File: config.mk
export PLATFORM = sky130hd
export DESIGN_NAME = noc_endpoint_tx_flat
export DESIGN_NICKNAME = d
export VERILOG_FILES = /design/src/rtl/noc_endpoint_tx_if.sv /design/src/rtl/noc_endpoint_tx.sv /design/src/flat_wrapper.sv
export SDC_FILE = /design/constraint.sdc
export NUM_CORES = 1
export LEC_CHECK = 0
export ABC_CLOCK_PERIOD_IN_PS = 3200
export CAP_MARGIN = 20
export CORE_AREA = 2 2 208 210
export DETAILED_ROUTE_END_ITERATION = 10
export DIE_AREA = 0 0 210 212
export PLACE_DENSITY = 0.49
export SLEW_MARGIN = 10
export SYNTH_ARGS = -nofsm -noshare
export SYNTH_HDL_FRONTEND = slang
export SYNTH_SLANG_ARGS = --single-unit
export TNS_END_PERCENT = 20
File: constraint.sdc
create_clock -name clk -period 3.2 [get_ports clk]
set_input_delay 0.32 -clock clk [delete_from_list [all_inputs] [get_ports clk]]
set_output_delay 0.32 -clock clk [all_outputs]
set_load 0.01 [all_outputs]
File: src/rtl/noc_endpoint_tx_if.sv
// Client stream plus router local-port signals for the NoC injection endpoint.
// master = client/router side, slave = noc_endpoint_tx.
interface noc_endpoint_tx_if #(
  parameter int DEST_WIDTH = 4,
  parameter int FLIT_WIDTH = 256
);
  logic [FLIT_WIDTH-1:0] in_data;
  logic [DEST_WIDTH-1:0] in_dest;
  logic                  in_last;
  logic                  in_valid;
  logic                  in_ready;
  logic [FLIT_WIDTH-1:0] data_out;
  logic [DEST_WIDTH-1:0] dest_out;
  logic                  is_tail_out;
  logic                  send_out;
  logic                  credit_in;

  modport master (
    output in_data, in_dest, in_last, in_valid, credit_in,
    input  in_ready, data_out, dest_out, is_tail_out, send_out
  );

  modport slave (
    input  in_data, in_dest, in_last, in_valid, credit_in,
    output in_ready, data_out, dest_out, is_tail_out, send_out
  );
endinterface

File: src/rtl/noc_endpoint_tx.sv
// Credit-based NoC injection endpoint: accepts client flits, latches the head destination,
// and never sends into a full router buffer. Optional counters under NOC_TX_STATS_EN.
module noc_endpoint_tx #(
  parameter int DEST_WIDTH        = 4,
  parameter int FLIT_WIDTH        = 256,
  parameter int FLIT_BUFFER_DEPTH = 2
) (
  input  logic                 clk,
  input  logic                 rst_n,
  noc_endpoint_tx_if.slave     bus,
  output logic                 credit_err
`ifdef NOC_TX_STATS_EN
  ,
  output logic [31:0]          flit_count,
  output logic [31:0]          pkt_count
`endif
);

  localparam int CREDIT_WIDTH = $clog2(FLIT_BUFFER_DEPTH + 1);
  localparam logic [CREDIT_WIDTH-1:0] CREDIT_MAX = CREDIT_WIDTH'(FLIT_BUFFER_DEPTH);

  typedef enum logic {HEAD, BODY} state_t;

  state_t                  state_reg, state_next;
  logic [CREDIT_WIDTH-1:0] credits_reg;
  logic [DEST_WIDTH-1:0]   dest_reg;
  logic [DEST_WIDTH-1:0]   dest_sel;
  logic [FLIT_WIDTH-1:0]   data_reg;
  logic [DEST_WIDTH-1:0]   dest_out_reg;
  logic                    tail_reg;
  logic                    send_reg;
  logic                    err_reg;
  logic                    ready;
  logic                    accept;

  assign accept = bus.in_valid && ready;

  // FSM: state register
  always_ff @(posedge clk or negedge rst_n) begin
    if (!rst_n) state_reg <= HEAD;
    else        state_reg <= state_next;
  end

  // FSM: next state
  always_comb begin
    state_next = state_reg;
    if (accept) begin
      case (state_reg)
        HEAD:    state_next = bus.in_last ? HEAD : BODY;
        BODY:    state_next = bus.in_last ? HEAD : BODY;
        default: state_next = HEAD;
      endcase
    end
  end

  // FSM: outputs; ready depends only on registered credits (and reset)
  always_comb begin
    ready    = rst_n && (credits_reg != '0);
    dest_sel = (state_reg == HEAD) ? bus.in_dest : dest_reg;
  end

  assign bus.in_ready    = ready;
  assign bus.data_out    = data_reg;
  assign bus.dest_out    = dest_out_reg;
  assign bus.is_tail_out = tail_reg;
  assign bus.send_out    = send_reg;
  assign credit_err      = err_reg;

  always_ff @(posedge clk or negedge rst_n) begin
    if (!rst_n) begin
      send_reg     <= 1'b0;
      data_reg     <= '0;
      dest_out_reg <= '0;
      tail_reg     <= 1'b0;
      dest_reg     <= '0;
    end else begin
      send_reg <= accept;
      if (accept) begin
        data_reg     <= bus.in_data;
        dest_out_reg <= dest_sel;
        tail_reg     <= bus.in_last;
        if (state_reg == HEAD) dest_reg <= bus.in_dest;
      end
    end
  end

  // A simultaneous accept and credit return cancel out.
  always_ff @(posedge clk or negedge rst_n) begin
    if (!rst_n) begin
      credits_reg <= CREDIT_MAX;
      err_reg     <= 1'b0;
    end else if (accept && !bus.credit_in) begin
      credits_reg <= credits_reg - 1'b1;
    end else if (!accept && bus.credit_in) begin
      if (credits_reg == CREDIT_MAX) err_reg <= 1'b1;
      else                           credits_reg <= credits_reg + 1'b1;
    end
  end

`ifdef NOC_TX_STATS_EN
  // Counted at accept so the counts line up with the send_out pulse they describe.
  always_ff @(posedge clk or negedge rst_n) begin
    if (!rst_n) begin
      flit_count <= '0;
      pkt_count  <= '0;
    end else if (accept) begin
      flit_count <= flit_count + 32'd1;
      if (bus.in_last) pkt_count <= pkt_count + 32'd1;
    end
  end
`endif

endmodule

File: src/flat_wrapper.sv
// flat-port wrapper written by rule: the top's interface ports become plain ports
module noc_endpoint_tx_flat 
#(
  parameter int DEST_WIDTH        = 4,
  parameter int FLIT_WIDTH        = 256,
  parameter int FLIT_BUFFER_DEPTH = 2
)
  (clk, rst_n, credit_err, bus_in_data, bus_in_dest, bus_in_last, bus_in_valid, bus_credit_in, bus_in_ready, bus_data_out, bus_dest_out, bus_is_tail_out, bus_send_out);
  noc_endpoint_tx_if #(.DEST_WIDTH(DEST_WIDTH), .FLIT_WIDTH(FLIT_WIDTH)) bus_i ();
  input  logic clk;
  input  logic rst_n;
  output logic credit_err;
  input wire logic [$bits(bus_i.in_data)-1:0] bus_in_data;
  input wire logic [$bits(bus_i.in_dest)-1:0] bus_in_dest;
  input wire logic [$bits(bus_i.in_last)-1:0] bus_in_last;
  input wire logic [$bits(bus_i.in_valid)-1:0] bus_in_valid;
  input wire logic [$bits(bus_i.credit_in)-1:0] bus_credit_in;
  output wire logic [$bits(bus_i.in_ready)-1:0] bus_in_ready;
  output wire logic [$bits(bus_i.data_out)-1:0] bus_data_out;
  output wire logic [$bits(bus_i.dest_out)-1:0] bus_dest_out;
  output wire logic [$bits(bus_i.is_tail_out)-1:0] bus_is_tail_out;
  output wire logic [$bits(bus_i.send_out)-1:0] bus_send_out;
  assign bus_i.in_data = bus_in_data;
  assign bus_i.in_dest = bus_in_dest;
  assign bus_i.in_last = bus_in_last;
  assign bus_i.in_valid = bus_in_valid;
  assign bus_i.credit_in = bus_credit_in;
  assign bus_in_ready = bus_i.in_ready;
  assign bus_data_out = bus_i.data_out;
  assign bus_dest_out = bus_i.dest_out;
  assign bus_is_tail_out = bus_i.is_tail_out;
  assign bus_send_out = bus_i.send_out;
  noc_endpoint_tx #(.DEST_WIDTH(DEST_WIDTH), .FLIT_WIDTH(FLIT_WIDTH), .FLIT_BUFFER_DEPTH(FLIT_BUFFER_DEPTH)) u_core (.clk(clk), .rst_n(rst_n), .bus(bus_i), .credit_err(credit_err));
endmodule
Yosys cells after proc, flatten, opt, wreduce, memory -nomap -nowiden
Cells that the tools add are included.

Output and inout bits: 264. Logic and storage cells: 28. Bits of input ports: 265. Flip-flop bits (word level): 266.

Add/subtract/negate cells: 2. Bitwise logic cells: 2. Reduce and logical (&&, ||, !) cells: 11. Eq/ne operators: 2. Multiplexer cells: 4.

Operators by type and width (number): $mux 2 (3); $logic_and 1x1->1 (4); $reduce_and 2->1 (2); $reduce_bool 2->1 (2); $reduce_and 3->1 (1); $add 2x1->2 const B (1); $eq 2x2->1 const B (1); $logic_not 1->1 (2); $ne 2x1->1 const B (1); $not 1->1 (2); $sub 2x1->2 const B (1); $mux 1 (1).

Logic depth before layout (Yosys ltp)
Gate-level depths: netlist (run 1).

Depth in word-level cells: 7. Depth in mapped cells: 8. Mapped depth without buffers: 6.

Worst setup path before layout (run 1)
No wires, ideal clock.

Kind: register to register. Start: register u_core.credits_reg[0]. End: register u_core.credits_reg[0]. Data arrival time: 1.588 ns. Path slack: 1.494 ns. Stages on the path, launching flop included: 9. Clock period less this slack: 1.706 ns. Path buffers: 2. Path through: dfrtp_1 > buf_2 > o211ai_4 > inv_2 > clkbuf_1 > ha_1 > nor2b_1 > nor3_1 > a21o_1.

Longest elaborated chain between the ends: 7.

RTL lines: start: declaration (line noc_endpoint_tx.sv:25) `logic [CREDIT_WIDTH-1:0] credits_reg;`; start signal: assignment (line noc_endpoint_tx.sv:93) `credits_reg <= credits_reg - 1'b1;`; start signal: assignment (line noc_endpoint_tx.sv:96) `else credits_reg <= credits_reg + 1'b1;`; $reduce_bool 2->1 (*) (line noc_endpoint_tx.sv:58) `ready = rst_n && (credits_reg != '0);`; $logic_and 1x1->1 (*) (line noc_endpoint_tx.sv:58); $logic_and 1x1->1 (*) (line noc_endpoint_tx.sv:36) `assign accept = bus.in_valid && ready;`; via u_core.accept (line noc_endpoint_tx.sv:34) `logic accept;`; $logic_not 1->1 (line noc_endpoint_tx.sv:94) `end else if (!accept && bus.credit_in) begin`; $logic_and 1x1->1 (line noc_endpoint_tx.sv:94); $reduce_bool 2->1 (no line); $reduce_and 2->1 (no line).

Mark *: on every way through the listed nets, which the timed path passes. The rest lies on a longest branch. The select of a mux whose other input is x is not followed. A chain may end at the register's enable or synchronous reset.

Worst setup path in the final report (run 1)
Start: register u_core.credits_reg[0]. End: register u_core.credits_reg[0].

Longest elaborated chain between the ends: 7.

RTL lines: parallel branches: the longest is 7 deep, another holds $add 2x1->2.

Several ways; the timed one is not identified. The select of a mux whose other input is x is not followed.

==> out/summary.txt, run 1 <==
Minimum clock period -> 2536 ps
Worst Path Max Fanout -> 71
Initial Util -> 23.52%
Die Y -> 212 um
Synthesized area per cell -> 8.966 um^2
Setup crit end kind -> register
Area Overhead vs Synth -> 69.45%
Synth Register Bits -> 266
Via count -> 8,901
Syn Inst Count -> 1,115
Unrepaired setup endpoints after global routing -> false
Die X -> 210 um
Antenna-violating nets left -> 0
DRT Pass-1 Iters -> 4
Final worst-path cycle share -> 79.25%
Setup Crit Path Kind -> reg2reg
Final Net Count -> 1,900
Setup crit start -> u_core.credits_reg[0]
Dpl ws -> 598.3 ps
Worst slew pin tran -> 1015 ps
Post-synthesis sequential area ratio -> 66.60%
Die Area -> 44,520 um^2
Fin Setup TNS -> 0 ps
Clk buf depth -> 3
Largest vdd supply drop -> 491.1 uV
PD cells -> 985.8 nW/um^2
Final Hold Violating Endpoints -> 0
Post-cts resize count -> 0
First-pass GRT wire length -> 55,590 um
Wire per inst -> 16.64 um
Most frequent cells in the layout -> nand2_1 (771), clkdlybuf4s50_1 (527), dfrtp_1 (265), clkbuf_16 (37)
I/O pin count -> 529
DRC viols -> 0
Commonest non-fill, non-tap cell in the layout -> nand2_1
DPL Wire Length -> 25,730 um
Pleak -> 8.198 nW
Vias in the first global route -> 9,096
Iter 0 DRT Violations -> 512
CTS buffer count -> 35
Clock sinks -> 266
Global Route Usage Sum -> 16.20%
CTS tree -> done
Layout cells sized above 1 -> 3.998%
Max-slew violation count -> 0
Cell area after synthesis -> 9997 um^2
Endpoints failing setup -> 0
WP data required -> 3610 ps
CTS H-tree depth -> 2
Max FFs per register -> 256
Clk Latency, worst-skew pair -> 530 ps
Buffers on Ports -> 528
Clock skew -> 14.21 ps
Achievable Freq -> 394.3 MHz
CP arrival -> 2950 ps
Distinct cells, synth -> 19
Setup crit start kind -> register
Max-cap violations -> 0
Status -> finished, final reports clean
Clk slew on worst S/H paths -> 60 ps
Core Rows -> 76
Post-Syn Nets -> 1,382
Reg-to-Reg Start -> u_core.credits_reg[0]
Final worst setup slack -> 664.0 ps
Initial antenna violation count -> 3
Slew Limit Headroom -> 31.98%
Root Driver -> clkbuf_16
Largest net degree at the start of global routing -> 162
DR vias/cell -> 4.050
Total gr overflow -> 0
Routed wire length -> 36,560 um
Worst hold path class -> in2async
CORE AREA -> 42,510 um^2
YS warnings -> 0
Gpl congestion -> 0.7652
==> logic make-up after synthesis <==
family,count (synthesis),share of synthesized area [%]
XOR/XNOR,2,0.1753
multiplexers,4,0.4505
buffers and inverters,60,2.854
AND/OR/NAND/NOR,776,29.17
adder cells (fa/ha/maj),2,0.2503
AO/OA/AOI/OAI,5,0.5006
flip-flops,266,66.60
==> synth_stat cells (all sizes together) <==
| cell type | n | share of area, % |
|---|---|---|
| mux2 | 4 | 0.45 |
| o211ai | 1 | 0.21 |
| xor2 | 1 | 0.088 |
| nor2 | 3 | 0.11 |
| dfrtp | 265 | 66 |
| nor3 | 1 | 0.050 |
| inv | 3 | 0.11 |
| ha | 2 | 0.25 |
| buf | 48 | 2.4 |
| a21oi | 1 | 0.050 |
| clkbuf | 9 | 0.34 |
| o21a | 1 | 0.075 |
| a21o | 1 | 0.075 |
| a31o | 1 | 0.088 |
| dfstp | 1 | 0.26 |
| nor2b | 1 | 0.063 |
| nand2 | 771 | 29 |
| xnor2 | 1 | 0.088 |
==> layer usage <==
layer  up-vias  global-route usage, %  wire [um]
met3        42                  7.415       3786
li1       4377                      -          -
met2       349                  25.54      16670
met5         -                      0         10
met1      4131                  20.07      15420
met4         2                  4.353        671
==> cell type report <==
type	instances	area [um^2]
sequential	266	6658
inverter	3	18.77
fill	4251	25570
multi-input combinational	789	3054
clock inverter	4	45.04
clock buffer	51	1049
timing repair buffer	538	5430
tap	546	683.2
antenna	1	2.502
==> through the flow <==
stage	instance area (um^2)	std cells	hold WS [ps]	total power [mW]	util, %
after floorplan	9997	1115	24.41	8.431	-
after global placement	15830	2141	237.4	13.03	37.25
after detailed placement	15830	2141	236.4	13.07	37.25
after CTS	16940	2197	278.3	17.01	39.85
after global routing	16940	2198	296.5	17.88	39.85
final	16940	2198	319.5	16.70	39.85
==> report_power, final <==
part / total [mW] / leakage (nW) / internal [mW] / switching, mW
logic: 6.95 / 4.37 / 3.76 / 3.19
registers: 5.97 / 3.29 / 5.05 / 0.916
clock network: 3.78 / 0.540 / 2.33 / 1.45
==> timing repair <==
action | in CTS | in global routing
hold endpoints to repair | 31 | 0
buffers inserted | 0 | 0
hold buffers | 1 | 0
endpoints found under the setup margin | 0 | 0
==> worst paths after layout <==
check	depth (start not counted)	slack [ps]	endpoint
max	6	660	u_core.credits_reg[0]
min	2	320	u_core.bus.data_out[240]
max reg2reg	6	660	u_core.credits_reg[0]
min reg2reg	2	470	u_core.bus.data_out[99]
max in group asynchronous	4	1470	u_core.bus.data_out[78]
min in group clk	3	320	u_core.bus.data_out[76]
==> worst max-delay path, stage by stage, from the launching register on <==
cell      delay (ps)
dfrtp_1          460
o211ai_4         850
inv_8            370
ha_1             340
nor2b_1          160
nor3_1            60
a21o_1           150
No activity file was read; power rests on OpenSTA's default activity.
==> run 2, diff against run 1 <==
- ABC_CLOCK_PERIOD_IN_PS: 3200 -> 2050
- PLACE_DENSITY: 0.49 -> 0.51
- clock period: 3.2 -> 2.05 ns (I/O delays scaled with it)
==> out/summary.txt, run 2 (synthesis gave the netlist of run 1 again) <==
Most frequent cells in the layout -> nand2_1 (771), clkdlybuf4s50_1 (526), dfrtp_1 (265), clkbuf_16 (31), buf_4 (15)
Reg2Reg Setup Slack -> 430 ps (-230 ps)
Achievable Freq -> 555.5 MHz
Worst hold path class -> in2async
Root Driver -> clkbuf_16
Unrepaired setup endpoints after global routing -> false
Minimum clock period -> 1800 ps
Layout cells sized above 1 -> 4.922% (+0.92 points)
Worst slew pin tran -> 1067 ps (+51.90 ps)
I/O pin count -> 529 (unchanged)
Clock skew -> 15.64 ps (+1.434 ps)
Clk buf depth -> 3 (unchanged)
CP bufs+invs -> 2 (+1)
Max-slew violation count -> 0 (unchanged)
Antenna-violating nets left -> 0 (unchanged)
Max FFs per register -> 256 (unchanged)
Routed wire length -> 35,730 um (-2.3%)
Final worst-path cycle share -> 87.82%
Worst Path Max Fanout -> 5 (-93%)
Iter 0 DRT Violations -> 429 (-16%)
Critical-path cell list -> buf_4, o21a_1, dlygate4sd2_1
WP data required -> 1850 ps (-1760 ps)
Buffers on Ports -> 528 (unchanged)
Wire per inst -> 16.14 um (-3.0%)
Commonest non-fill, non-tap cell in the layout -> nand2_1
Final Net Count -> 1,909 (+0.47%)
Worst Reg-to-Reg Cells -> 6 (unchanged)
Die Y -> 212 um (unchanged)
Largest vdd supply drop -> 744.6 uV (+52%)
PD cells -> 1521 nW/um^2 (+54%)
Setup crit end kind -> primary output
DRC viols -> 0 (unchanged)
Die Area -> 44,520 um^2 (unchanged)
DR vias/cell -> 4.056 (+0.16%)
CTS buffer count -> 31 (-11%)
Delay-heaviest family, CP -> buffers and inverters
Initial Util -> 23.52% (unchanged)
Setup Crit Path Kind -> reg2out
Register area -> 6658 um^2 (unchanged)
Overall power -> 25.88 mW (+55%)
Endpoints failing setup -> 0 (unchanged)
Total gr overflow -> 0 (unchanged)
Setup Fix Bufs, Post-CTS -> 0 (unchanged)
CTS tree -> done
CORE AREA -> 42,510 um^2 (unchanged)
CTS H-tree depth -> 1 (-1)
CP max-delay cell -> dfrtp_1
Max-cap violations -> 0 (unchanged)
Final Hold Violating Endpoints -> 0 (unchanged)
Core Rows -> 76 (unchanged)
First-pass GRT wire length -> 54,430 um (-2.1%)
Fin Setup TNS -> 0 ps (unchanged)
Initial antenna violation count -> 0 (-3)
DRT Pass-1 Iters -> 4 (unchanged)
DPL Wire Length -> 25,870 um (+0.51%)
Setup crit start kind -> register
Reg-to-Reg Start -> u_core.credits_reg[0]
CP arrival -> 1600 ps (-1350 ps)
Fin util -> 40.05% (+0.19 points)
Clk slew on worst S/H paths -> 60 ps (about the same)
Die X -> 210 um (unchanged)
Via count -> 8,976 (+0.84%)
Gpl congestion -> 0.7833 (+2.4%)
Slew Limit Headroom -> 28.84% (-3.1 points)
Pleak -> 8.249 nW (+0.63%)
Fill cells -> 4,277 (+0.61%)
Largest net degree at the start of global routing -> 163 (+0.62%)
Status -> finished, final reports clean
Vias in the first global route -> 9,263 (+1.8%)
CP peak stage delay -> 400 ps (-450 ps)
Clock sinks -> 266 (unchanged)
R2r endpoint -> u_core.credits_reg[1]
Global Route Usage Sum -> 15.51% (-0.69 points)
Clk Latency, worst-skew pair -> 560 ps (+30 ps)
Multi-input logic area -> 3054 um^2 (unchanged)
Area Overhead vs Synth -> 70.28%
[run 2: changes by cell type in the layout (fill, tap and decap cells not counted), moves of 2 or more]
cell	delta
bufinv_16	+2
buf_4	+11
clkbuf_16	-6
clkinv_2	+2
clkinvlp_4	+3
buf_12	+2
[run 2: report_power, final]
| group | internal [mW] | switching, mW |
|---|---|---|
| Clock | 3.43 | 2.22 |
| Sequential | 7.88 | 1.45 |
| Combinational | 5.96 | 4.94 |
| Total | 17.3 | 8.61 |
[run 2: worst max-delay path by stage]
| stage | from | end | slack [ps] | depth (start not counted) |
|---|---|---|---|---|
| finish | u_core.credits_reg[0] | bus_in_ready | 250 | 3 |
| global route | u_core.credits_reg[0] | bus_in_ready | 160 | 3 |
| CTS | u_core.credits_reg[0] | bus_in_ready | 210 | 3 |
| detailed placement | bus_in_valid | u_core.credits_reg[1] | 260 | 6 |
| global placement | bus_in_valid | u_core.bus.data_out[25] | 270 | 7 |
| floorplan | u_core.credits_reg[0] | u_core.credits_reg[0] | 340 | 8 |
[run 2: timing repair]
action | 4_1_cts | 5_1_grt
setup endpoints to repair | 1 | 0
hold endpoints to repair | 102 | 0
hold buffers | 1 | 0
resized for setup | 1 | 0
[run 2: layout make-up]
| cell class | count | share of cell area [%] |
|---|---|---|
| flip-flops and latches | 266 | 39.11 |
| repair buffers | 551 | 32.61 |
| multi-input cells | 789 | 17.94 |
| inverters | 3 | 0.1103 |
| clock buffers | 45 | 5.336 |
| clock inverters | 12 | 0.8600 |
| diodes | 1 | 0.01470 |
| well taps | 546 | 4.013 |
[run 2: per-stage QoR]
step	hold WS (ps)	setup WS [ps]	cells	instance area, um^2
2_1_floorplan	-90.59	343.7	1115	9997
5_1_grt	147.1	165.0	2212	17020
3_3_place_gp	36.73	274.3	2154	15960
3_5_place_dp	38.43	255.9	2154	15960
6_report	158.2	249.7	2213	17020
4_1_cts	118.0	211.5	2212	17020
[run 2: routing by layer]
layer	routed length (um)	vias to the layer above	track usage, %
met5	0	-	0
met4	798	0	4.451
met3	3484	44	5.790
met2	16730	363	25.82
met1	14710	4171	18.82
li1	-	4398	-
==> run 3, diff against run 2 <==
- CORE_AREA: 2 2 208 210 -> 10 10 196 198
- DIE_AREA: 0 0 210 212 -> 0 0 206 208
- PLACE_DENSITY: 0.51 -> 0.61
==> out/summary.txt, run 3 (synthesis gave the netlist of run 1 again) <==
Largest net degree at the start of global routing -> 143 (-12%)
DR vias/cell -> 4.283 (+5.6%)
Max FFs per register -> 256 (unchanged)
Cell Int Power -> 17.07 mW (-1.2%)
Core Rows -> 68 (-11%)
Most frequent cells in the layout -> nand2_1 (771), clkdlybuf4s50_1 (526), dfrtp_1 (265), clkbuf_16 (31)
CTS H-tree depth -> 1 (unchanged)
Worst Path Max Fanout -> 2 (-3)
Die Y -> 208 um (-1.9%)
Commonest non-fill, non-tap cell in the layout -> nand2_1
Clk slew on worst S/H paths -> 60 ps (about the same)
Area Overhead vs Synth -> 68.51%
Reg-to-Reg Start -> u_core.credits_reg[0]
Setup Crit Path Kind -> reg2out
Endpoints failing setup -> 0 (unchanged)
Clk buf depth -> 3 (unchanged)
Final worst setup slack -> 276.5 ps (+26.81 ps)
Flop pwr share -> 36.0% (about the same)
I/O pin count -> 529 (unchanged)
Worst slew pin tran -> 837.0 ps (-230.3 ps)
Cell depth of the worst setup path -> 1 (-2)
Setup crit end kind -> primary output
Iter 0 DRT Violations -> 399 (-7.0%)
Sw power -> 8.824 mW (+2.5%)
Clk Latency, worst-skew pair -> 560 ps (about the same)
Via count -> 9,068 (+1.0%)
Slew Limit Headroom -> 44.20% (+15 points)
First-pass GRT wire length -> 59,230 um (+8.8%)
CTS tree -> done
Final worst-path cycle share -> 86.51% (-1.3 points)
Initial antenna violation count -> 4 (+4)
Status -> finished, final reports clean
CTS buffer count -> 31 (unchanged)
Max-slew violation count -> 0 (unchanged)
Fin util -> 49.01% (+9.0 points)
Buffers on Ports -> 528 (unchanged)
DRC viols -> 0 (unchanged)
CP bufs+invs -> 1 (-1)
Worst hold path class -> in2async
Largest vdd supply drop -> 854.6 uV (+15%)
Routed wire length -> 39,740 um (+11%)
CP arrival -> 1570 ps (-30 ps)
CP max-delay cell -> clkdlybuf4s50_1
Achievable Freq -> 563.9 MHz (+1.5%)
Clock sinks -> 266 (unchanged)
Vias in the first global route -> 9,388 (+1.3%)
DRT Pass-1 Iters -> 4 (unchanged)
Worst hold slack -> 73.18 ps (-85.02 ps)
Wire per inst -> 18.77 um (+16%)
Gpl congestion -> 0.7965 (+1.7%)
PD cells -> 1537 nW/um^2 (+1.1%)
Unrepaired setup endpoints after global routing -> false
Delay-heaviest family, CP -> buffers and inverters
CP peak stage delay -> 660 ps (+260 ps)
Dpl ws -> 183.8 ps (-72.05 ps)
WP data required -> 1850 ps (about the same)
Root Driver -> clkbuf_16
Setup Fix Bufs, Post-CTS -> 0 (unchanged)
R2r endpoint -> u_core.bus.data_out[117]
Antenna-violating nets left -> 0 (unchanged)
Clock power share -> 20.9% (-1.0 points)
Critical-path cell list -> clkdlybuf4s50_1
Fill cells -> 3,244 (-24%)
DPL Wire Length -> 30,100 um (+16%)
Final Hold Violating Endpoints -> 0 (unchanged)
Pleak -> 8.211 nW (-0.46%)
Layout cells sized above 1 -> 4.458% (-0.46 points)
Global Route Usage Sum -> 17.78% (+2.3 points)
Reg2Reg Setup Slack -> 320 ps (-110 ps)
Initial Util -> 29.08% (+5.6 points)
Minimum clock period -> 1773 ps (-26.81 ps)
Net Sw Frac -> 34.08% (+0.81 points)
Fin Setup TNS -> 0 ps (unchanged)
CORE AREA -> 34,370 um^2 (-19%)
Die X -> 206 um (-1.9%)
Worst Reg-to-Reg Cells -> 5 (-1)
Combinational share of power -> 43.1% (+1.0 points)
Final Net Count -> 1,905 (-0.21%)
Die Area -> 42,850 um^2 (-3.8%)
Total gr overflow -> 0 (unchanged)
Clock skew -> 13.27 ps (-2.374 ps)
Setup crit start kind -> register
Max-cap violations -> 0 (unchanged)
run 3: metrics by stage:
step	instance area [um^2]	std cells	total power [mW]
final	16850	2117	25.89
after global placement	15840	2059	20.61
after global routing	16840	2116	27.64
after CTS	16840	2115	26.35
after detailed placement	15840	2059	20.76
after floorplan	9997	1115	13.16
run 3: layer usage:
| layer | share of wire (%) | vias up | track usage, % | routed length (um) |
|---|---|---|---|---|
| met5 | 0.033 | - | 0 | 13 |
| met2 | 48 | 372 | 29.89 | 19050 |
| met4 | 1.7 | 2 | 3.186 | 665 |
| li1 | - | 4396 | - | - |
| met1 | 38 | 4254 | 20.19 | 15030 |
| met3 | 13 | 44 | 8.530 | 4978 |
run 3: what timing repair did:
action	4_1_cts	5_1_grt
resized for setup	1	0
hold endpoints to repair	266	0
hold buffers	1	0
setup endpoints to repair	1	0
run 3: final cells by class:
| cell class | instances | area (um^2) | area share [%] |
|---|---|---|---|
| Antenna cell | 2 | 5.005 | 0.02971 |
| Clock buffer | 45 | 888.4 | 5.273 |
| Clock inverter | 10 | 106.4 | 0.6313 |
| Inverter | 3 | 18.77 | 0.1114 |
| Multi-Input combinational cell | 789 | 3054 | 18.13 |
| Sequential cell | 266 | 6658 | 39.52 |
| Tap cell | 455 | 569.3 | 3.379 |
| Timing Repair Buffer | 547 | 5547 | 32.92 |
run 3: worst max path at each step:
stage | start | to
finish | u_core.bus.data_out[74] | bus_data_out[74]
global route | u_core.bus.data_out[75] | bus_data_out[75]
CTS | u_core.bus.data_out[75] | bus_data_out[75]
detailed placement | bus_in_valid | u_core.bus.dest_out[1]
global placement | bus_in_valid | u_core.bus.dest_out[0]
floorplan | u_core.credits_reg[0] | u_core.credits_reg[0]
run 3: power groups by stage:
stage	sequential, mW	combinational (mW)	clock, mW
finish	9.32	11.2	5.41
global route	9.66	12.2	5.82
CTS	9.33	11.4	5.59
detailed placement	9.36	11.4	0
global placement	9.31	11.3	0
floorplan	10.5	2.64	0
